===== src/rtl/vregfile_inc_pkg.sv =====
// Shared constants for the multi-read-port inc register file: FSM state codes,
// per-port read-source select encoding and the supported read-port ceiling.
package vregfile_inc_pkg;

    localparam int MAXRDPORTS = 4;

    localparam logic [0:0] ST_CLEAR = 1'b0;
    localparam logic [0:0] ST_IDLE  = 1'b1;

    localparam logic [1:0] RSEL_MEM  = 2'd0;
    localparam logic [1:0] RSEL_BYP  = 2'd1;
    localparam logic [1:0] RSEL_ZERO = 2'd2;

    // Zero (reg0 or sweep in progress) outranks the same-edge write bypass.
    function automatic logic [1:0] rd_sel(input logic zero, input logic hit);
        return zero ? RSEL_ZERO : (hit ? RSEL_BYP : RSEL_MEM);
    endfunction

endpackage


===== src/rtl/vregfile_inc_mp_if.sv =====
// Handshake bundle for vregfile_inc_mp: packed per-port read buses, write bus, clear control.
// master drives requests, slave (the register file) returns read data and busy.
interface vregfile_inc_mp_if #(
    parameter int WIDTH       = 32,
    parameter int NUMREGS     = 8,
    parameter int LOG2NUMREGS = 3,
    parameter int NUMRDPORTS  = 2
);
    logic [NUMRDPORTS-1:0]             rd_en;
    logic [NUMRDPORTS*LOG2NUMREGS-1:0] rd_reg;
    logic [NUMRDPORTS*WIDTH-1:0]       rd_data;
    logic [LOG2NUMREGS-1:0]            c_reg;
    logic [WIDTH-1:0]                  c_writedatain;
    logic                              c_we;
    logic                              clr_start;
    logic                              busy;

    modport master (
        output rd_en, rd_reg, c_reg, c_writedatain, c_we, clr_start,
        input  rd_data, busy
    );

    modport slave (
        input  rd_en, rd_reg, c_reg, c_writedatain, c_we, clr_start,
        output rd_data, busy
    );
endinterface


===== src/rtl/vregfile_inc_bank.sv =====
// Purpose: one storage copy with a single write port and one registered read port.
// Latency: read data 1 cycle after an rd_en edge; writes visible to the next captured read.
// Backpressure: none; rd_en low holds rd_data. Bypass under VREGFILE_INC_BYPASS_EN.
module vregfile_inc_bank
    import vregfile_inc_pkg::*;
#(
    parameter int WIDTH       = 32,
    parameter int NUMREGS     = 8,
    parameter int LOG2NUMREGS = 3
) (
    input  logic                   clk,
    input  logic                   rst_n,
    input  logic                   we,
    input  logic [LOG2NUMREGS-1:0] waddr,
    input  logic [WIDTH-1:0]       wdata,
    input  logic                   busy,
    input  logic                   rd_en,
    input  logic [LOG2NUMREGS-1:0] rd_reg,
    output logic [WIDTH-1:0]       rd_data
);
    logic [WIDTH-1:0] mem [NUMREGS];
    logic             zero;
    logic             hit;
    logic [1:0]       sel;
    logic [WIDTH-1:0] rd_nxt;

    // RAM storage: deliberately unreset, the sweep sequencer zeroes it.
    always_ff @(posedge clk) begin
        if (we) begin
            mem[waddr] <= wdata;
        end
    end

    always_comb begin
        zero = busy || (rd_reg == '0);
`ifdef VREGFILE_INC_BYPASS_EN
        hit  = we && (waddr == rd_reg);
`else
        hit  = 1'b0;
`endif
        sel  = rd_sel(zero, hit);
        case (sel)
            RSEL_ZERO: rd_nxt = '0;
            RSEL_BYP:  rd_nxt = wdata;
            default:   rd_nxt = mem[rd_reg];
        endcase
    end

    always_ff @(posedge clk or negedge rst_n) begin
        if (!rst_n) begin
            rd_data <= '0;
        end else if (rd_en) begin
            rd_data <= rd_nxt;
        end
    end
endmodule


===== src/rtl/vregfile_inc_mp.sv =====
// Purpose: NUMRDPORTS-read / 1-write inc register file with a clear sweep; reg0 reads zero.
// Latency: reads 1 cycle, writes 1 cycle, sweep NUMREGS-1 cycles with busy high.
// Backpressure: writes dropped while busy; bypass build selected by VREGFILE_INC_BYPASS_EN.
module vregfile_inc_mp
    import vregfile_inc_pkg::*;
#(
    parameter int WIDTH       = 32,
    parameter int NUMREGS     = 8,
    parameter int LOG2NUMREGS = 3,
    parameter int NUMRDPORTS  = 2
) (
    input  logic               clk,
    input  logic               resetn,
    vregfile_inc_mp_if.slave   bus
);
    logic [0:0]             state;
    logic [LOG2NUMREGS-1:0] cnt;
    logic                   busy;
    logic                   wr_we;
    logic [LOG2NUMREGS-1:0] wr_addr;
    logic [WIDTH-1:0]       wr_data;
    logic [NUMRDPORTS*WIDTH-1:0] rd_data_all;

    assign busy     = (state == ST_CLEAR);
    assign bus.busy = busy;

    always_ff @(posedge clk or negedge resetn) begin
        if (!resetn) begin
            state <= ST_CLEAR;
            cnt   <= LOG2NUMREGS'(1);
        end else begin
            case (state)
                ST_CLEAR: begin
                    cnt <= cnt + LOG2NUMREGS'(1);
                    if (cnt == LOG2NUMREGS'(NUMREGS - 1)) begin
                        state <= ST_IDLE;
                    end
                end
                default: begin
                    if (bus.clr_start) begin
                        state <= ST_CLEAR;
                        cnt   <= LOG2NUMREGS'(1);
                    end
                end
            endcase
        end
    end

    // The sweep owns the shared write bus while busy; user writes to reg0 are discarded.
    always_comb begin
        wr_we   = busy || (bus.c_we && (bus.c_reg != '0));
        wr_addr = busy ? cnt : bus.c_reg;
        wr_data = busy ? '0  : bus.c_writedatain;
    end

    for (genvar p = 0; p < NUMRDPORTS; p++) begin : g_bank
        vregfile_inc_bank #(
            .WIDTH       (WIDTH),
            .NUMREGS     (NUMREGS),
            .LOG2NUMREGS (LOG2NUMREGS)
        ) u_bank (
            .clk     (clk),
            .rst_n   (resetn),
            .we      (wr_we),
            .waddr   (wr_addr),
            .wdata   (wr_data),
            .busy    (busy),
            .rd_en   (bus.rd_en[p]),
            .rd_reg  (bus.rd_reg[p*LOG2NUMREGS +: LOG2NUMREGS]),
            .rd_data (rd_data_all[p*WIDTH +: WIDTH])
        );
    end

    assign bus.rd_data = rd_data_all;
endmodule


===== src/flat_wrapper.sv =====
// flat-port wrapper written by rule: the top's interface ports become plain ports
module vregfile_inc_mp_flat import vregfile_inc_pkg::*;
#(
    parameter int WIDTH       = 32,
    parameter int NUMREGS     = 8,
    parameter int LOG2NUMREGS = 3,
    parameter int NUMRDPORTS  = 2
)
  (clk, resetn, bus_rd_en, bus_rd_reg, bus_c_reg, bus_c_writedatain, bus_c_we, bus_clr_start, bus_rd_data, bus_busy);
  vregfile_inc_mp_if #(.WIDTH(WIDTH), .NUMREGS(NUMREGS), .LOG2NUMREGS(LOG2NUMREGS), .NUMRDPORTS(NUMRDPORTS)) bus_i ();
  input  logic clk;
  input  logic resetn;
  input wire logic [$bits(bus_i.rd_en)-1:0] bus_rd_en;
  input wire logic [$bits(bus_i.rd_reg)-1:0] bus_rd_reg;
  input wire logic [$bits(bus_i.c_reg)-1:0] bus_c_reg;
  input wire logic [$bits(bus_i.c_writedatain)-1:0] bus_c_writedatain;
  input wire logic [$bits(bus_i.c_we)-1:0] bus_c_we;
  input wire logic [$bits(bus_i.clr_start)-1:0] bus_clr_start;
  output wire logic [$bits(bus_i.rd_data)-1:0] bus_rd_data;
  output wire logic [$bits(bus_i.busy)-1:0] bus_busy;
  assign bus_i.rd_en = bus_rd_en;
  assign bus_i.rd_reg = bus_rd_reg;
  assign bus_i.c_reg = bus_c_reg;
  assign bus_i.c_writedatain = bus_c_writedatain;
  assign bus_i.c_we = bus_c_we;
  assign bus_i.clr_start = bus_clr_start;
  assign bus_rd_data = bus_i.rd_data;
  assign bus_busy = bus_i.busy;
  vregfile_inc_mp #(.WIDTH(WIDTH), .NUMREGS(NUMREGS), .LOG2NUMREGS(LOG2NUMREGS), .NUMRDPORTS(NUMRDPORTS)) u_core (.clk(clk), .resetn(resetn), .bus(bus_i));
endmodule

===== config.mk =====
export PLATFORM = sky130hd
export DESIGN_NAME = vregfile_inc_mp_flat
export DESIGN_NICKNAME = d
export VERILOG_FILES = /design/src/rtl/vregfile_inc_pkg.sv /design/src/rtl/vregfile_inc_mp_if.sv /design/src/rtl/vregfile_inc_bank.sv /design/src/rtl/vregfile_inc_mp.sv /design/src/flat_wrapper.sv
export SDC_FILE = /design/constraint.sdc
export NUM_CORES = 1
export LEC_CHECK = 0
export CAP_MARGIN = 20
export CORE_ASPECT_RATIO = 0.9
export CORE_MARGIN = 2
export CORE_UTILIZATION = 50
export DETAILED_ROUTE_END_ITERATION = 10
export MAX_ROUTING_LAYER = met4
export PLACE_DENSITY = 0.68
export SYNTH_ARGS = -nofsm -noshare
export SYNTH_HDL_FRONTEND = slang
export SYNTH_HIERARCHICAL = 1
export SYNTH_SLANG_ARGS = --single-unit
export TNS_END_PERCENT = 1

===== constraint.sdc =====
create_clock -name clk -period 6.1 [get_ports clk]
set_input_delay 1.22 -clock clk [delete_from_list [all_inputs] [get_ports clk]]
set_output_delay 1.22 -clock clk [all_outputs]
set_load 0.005 [all_outputs]

==> results.md <==
- Status: complete, no violations
- Compound-cell area share of the yosys netlist: 9.984%
- Grt ovf: 0
- DR pass1 iterations: 5
- Placer Congestion: 0.7777
- Die area: 42850 sq um
- Initial DRC Count: 1132
- Worst R2R Path Depth: 5
- Worst-Margin Slew: 0.9956 ns
- First-pass GRT wire length: 68.97 mm
- Horiz. Die Dim: 218.0 um
- Count of hold-fix buffers inserted at cts: 0
- Synth top area share: 65.29%
- Worst EP arrival: 3.68 ns
- Starting Density: 50.70%
- Simple-Gate Fraction of Synth Area: 4.858%
- Final setup TNS: 0 ns
- Post-synth EDFFs: 448
- Fraction of layout cells with a size suffix above 1: 14.88%
- Most common cell in the netlist: edfxtp_1
- Worst-path clk slew: 0.06 ns
- Core Area: 40640 sq um
- Kind of critical path: primary input to register
- TritonCTS clock tree: built
- Cts repair resizes: 0
- Largest net degree at the start of global routing: 62
- WL/cell: 23.37 um
- Relative max-transition margin: 33.48%
- Antenna violations before repair: 1
- Post-CTS Setup Bufs: 0
- Synth top cells by count: edfxtp_1, mux2i_1, nand2b_1, dfrtp_1, inv_1
- Die Y: 196.6 um
- Placement Cell Area: 22060 sq um
- Synthesis-to-finish area growth: 15.44%
- Worst r2r src: u_core/state
- Buffers on Ports: 111
- Startpoint Class: primary input
- Worst reg2reg setup slack: 3.82 ns
- LEAKAGE: 8.346 nW
- Fin crit period: 3.221 ns
- Mapped cell area: 20600 sq um
- Hold Path Class: register to register
- Final setup viols: 0
- Ant. Diodes: 0
- Root Driver: clkbuf_16
- Final period util: 52.81%
- Routed WL: 45.60 mm
- Post-synthesis adder-cell area fraction: 0.1215%
- Reg-to-Reg End: u_core/g_bank[1].u_bank/mem[4][11]
- Skew final: 0.01021 ns
- Crit-path max FO: 44
- Antenna-violating nets left: 0
- Vias in the first global route: 11410
- Mux cell area share after synthesis: 7.518%
- Total GRT Usage: 21.99%
- Detailed placement HPWL: 24.60 mm
- Final Hold Fails: 0
- Layout fillers: 3100
- Hold Crit Start: u_core/g_bank[1].u_bank/rd_data[13]
- Mapped Nets: 1301
- Drc violations: 0
- Worst-skew pair later-pin latency: 0.57 ns
- Primary FF master, synth: edfxtp_1
- Final Cell Area: 23790 sq um
- FP Rows: 70
- Fin. max-slew vios: 0
- Yosys reg bits: 516
- WHS Path Cells: 2
- Leading area contributor after synthesis: edfxtp_1
- Design Power: 0.01062 W
- XOR/XNOR share of the synthesized area: 0%
- Layout Nets: 1418
- Syn Inst Count: 1252
- I/O pin cnt: 112
- Max Cap Viol: 0
- Largest cells by area after synthesis: edfxtp_1, dfrtp_1, mux2i_1
- TritonCTS sink count: 516
- Seq/Total Area, Yosys: 73.56%
- Required time worst endpoint: 6.56 ns
- RSZ-0062 raised after global routing: no
- Worst VDD drop: 0.3537 mV
- Hold Crit Endpoint: u_core/g_bank[1].u_bank/rd_data[13]
- Max Clock Freq: 0.3104 GHz
- Yosys warns: 6
- Synth unique cells: 39
- Worst setup EP type: register
- Vias per cell: 5.757
- Htree depth: 2
- Total CTS buffers: 50
- Main combinational cell family by area after synthesis: compound AO/OA/AOI/OAI gates
- Vias post-DR: 11230
- Max Buffers Root-to-Sink: 3
- Power per cell area: 446.4 nW/um^2
- Post-synth ARST share: 13.18%
- Post-Syn Area per Cell: 16.46 sq um
==> per-layer routing <==
layer | global-route usage, % | up-vias | wire (um)
met1 | 30.17 | 5739 | 20030
met4 | 6.677 | 0 | 1017
li1 | - | 5035 | -
met3 | 2.948 | 71 | 2561
met2 | 34.61 | 386 | 21990
met5 | - | - | 0
==> critical path, cell delays in order <==
cell	delay, ns
buf_4	0.58
nor2b_4	0.95
buf_4	0.41
a221oi_1	0.14
o32ai_1	0.33
==> kinds of logic after synthesis <==
group	after synthesis
AO/OA/AOI/OAI	273
buffers and inverters	143
adder cells (fa/ha/maj)	2
AND/OR/NAND/NOR	185
multiplexers	133
flip-flops	516
==> power breakdown <==
| group | internal (W) | switching [W] | total [W] |
|---|---|---|---|
| logic | 0.000714 | 0.00124 | 0.00196 |
| registers | 0.00522 | 0.000296 | 0.00551 |
| clock network | 0.00188 | 0.00127 | 0.00315 |
==> how the worst max path moves through the flow <==
stage / start / end / depth (start not counted)
final: bus_rd_reg[4] / u_core/g_bank[1].u_bank/rd_data[6] / 5
after global routing: bus_rd_reg[4] / u_core/g_bank[1].u_bank/rd_data[12] / 5
after CTS: bus_rd_reg[4] / u_core/g_bank[1].u_bank/rd_data[6] / 5
after detailed placement: bus_rd_reg[4] / u_core/g_bank[1].u_bank/rd_data[6] / 5
after global placement: bus_rd_reg[4] / u_core/g_bank[1].u_bank/rd_data[15] / 5
after floorplan: bus_c_reg[1] / u_core/g_bank[0].u_bank/mem[1][0] / 2
==> through the flow <==
stage / utilization (%) / std cells / setup slack (ns) / hold WS (ns)
finish: 58.53 / 1951 / 2.879 / 0.5380
global route: 58.53 / 1951 / 2.736 / 0.5541
global placement: 54.29 / 1857 / 2.418 / 0.5156
detailed placement: 54.29 / 1857 / 2.278 / 0.5221
CTS: 58.53 / 1951 / 2.889 / 0.5359
floorplan: - / 1252 / 1.872 / 0.5032
==> cell usage in the layout, fill, tap and decap left out, drive strengths merged, types with 3 or more instances in the layout <==
master,n
dfrtp,67
o21ai,65
nand2b,71
nor2b,4
clkinvlp,3
edfxtp,448
nor2,12
clkinv,15
and2,32
mux2i,76
a22o,12
a21oi,13
nand2,59
inv,67
a21boi,50
clkbuf,72
a221oi,52
bufinv,4
mux2,57
o32ai,50
clkdlybuf4s50,104
o22ai,26
buf,37
==> sequential cells by signal, indices dropped and copies added (netlist names) <==
signal / cells
u_core/state: 1
u_core/g_bank.u_bank/mem: 448
u_core/g_bank.u_bank/rd_data: 64
u_core/cnt: 3
==> cell type report <==
cell class / instances / area [sq um] / area share [%]
inverter: 67 / 251.5 / 1.057
multi-input combinational: 593 / 4672 / 19.64
timing repair buffer: 141 / 1309 / 5.502
clock inverter: 22 / 214.0 / 0.8995
clock buffer: 72 / 1508 / 6.339
sequential: 516 / 15160 / 63.72
tap: 540 / 675.6 / 2.841
Power figures use the tool's default switching activity.
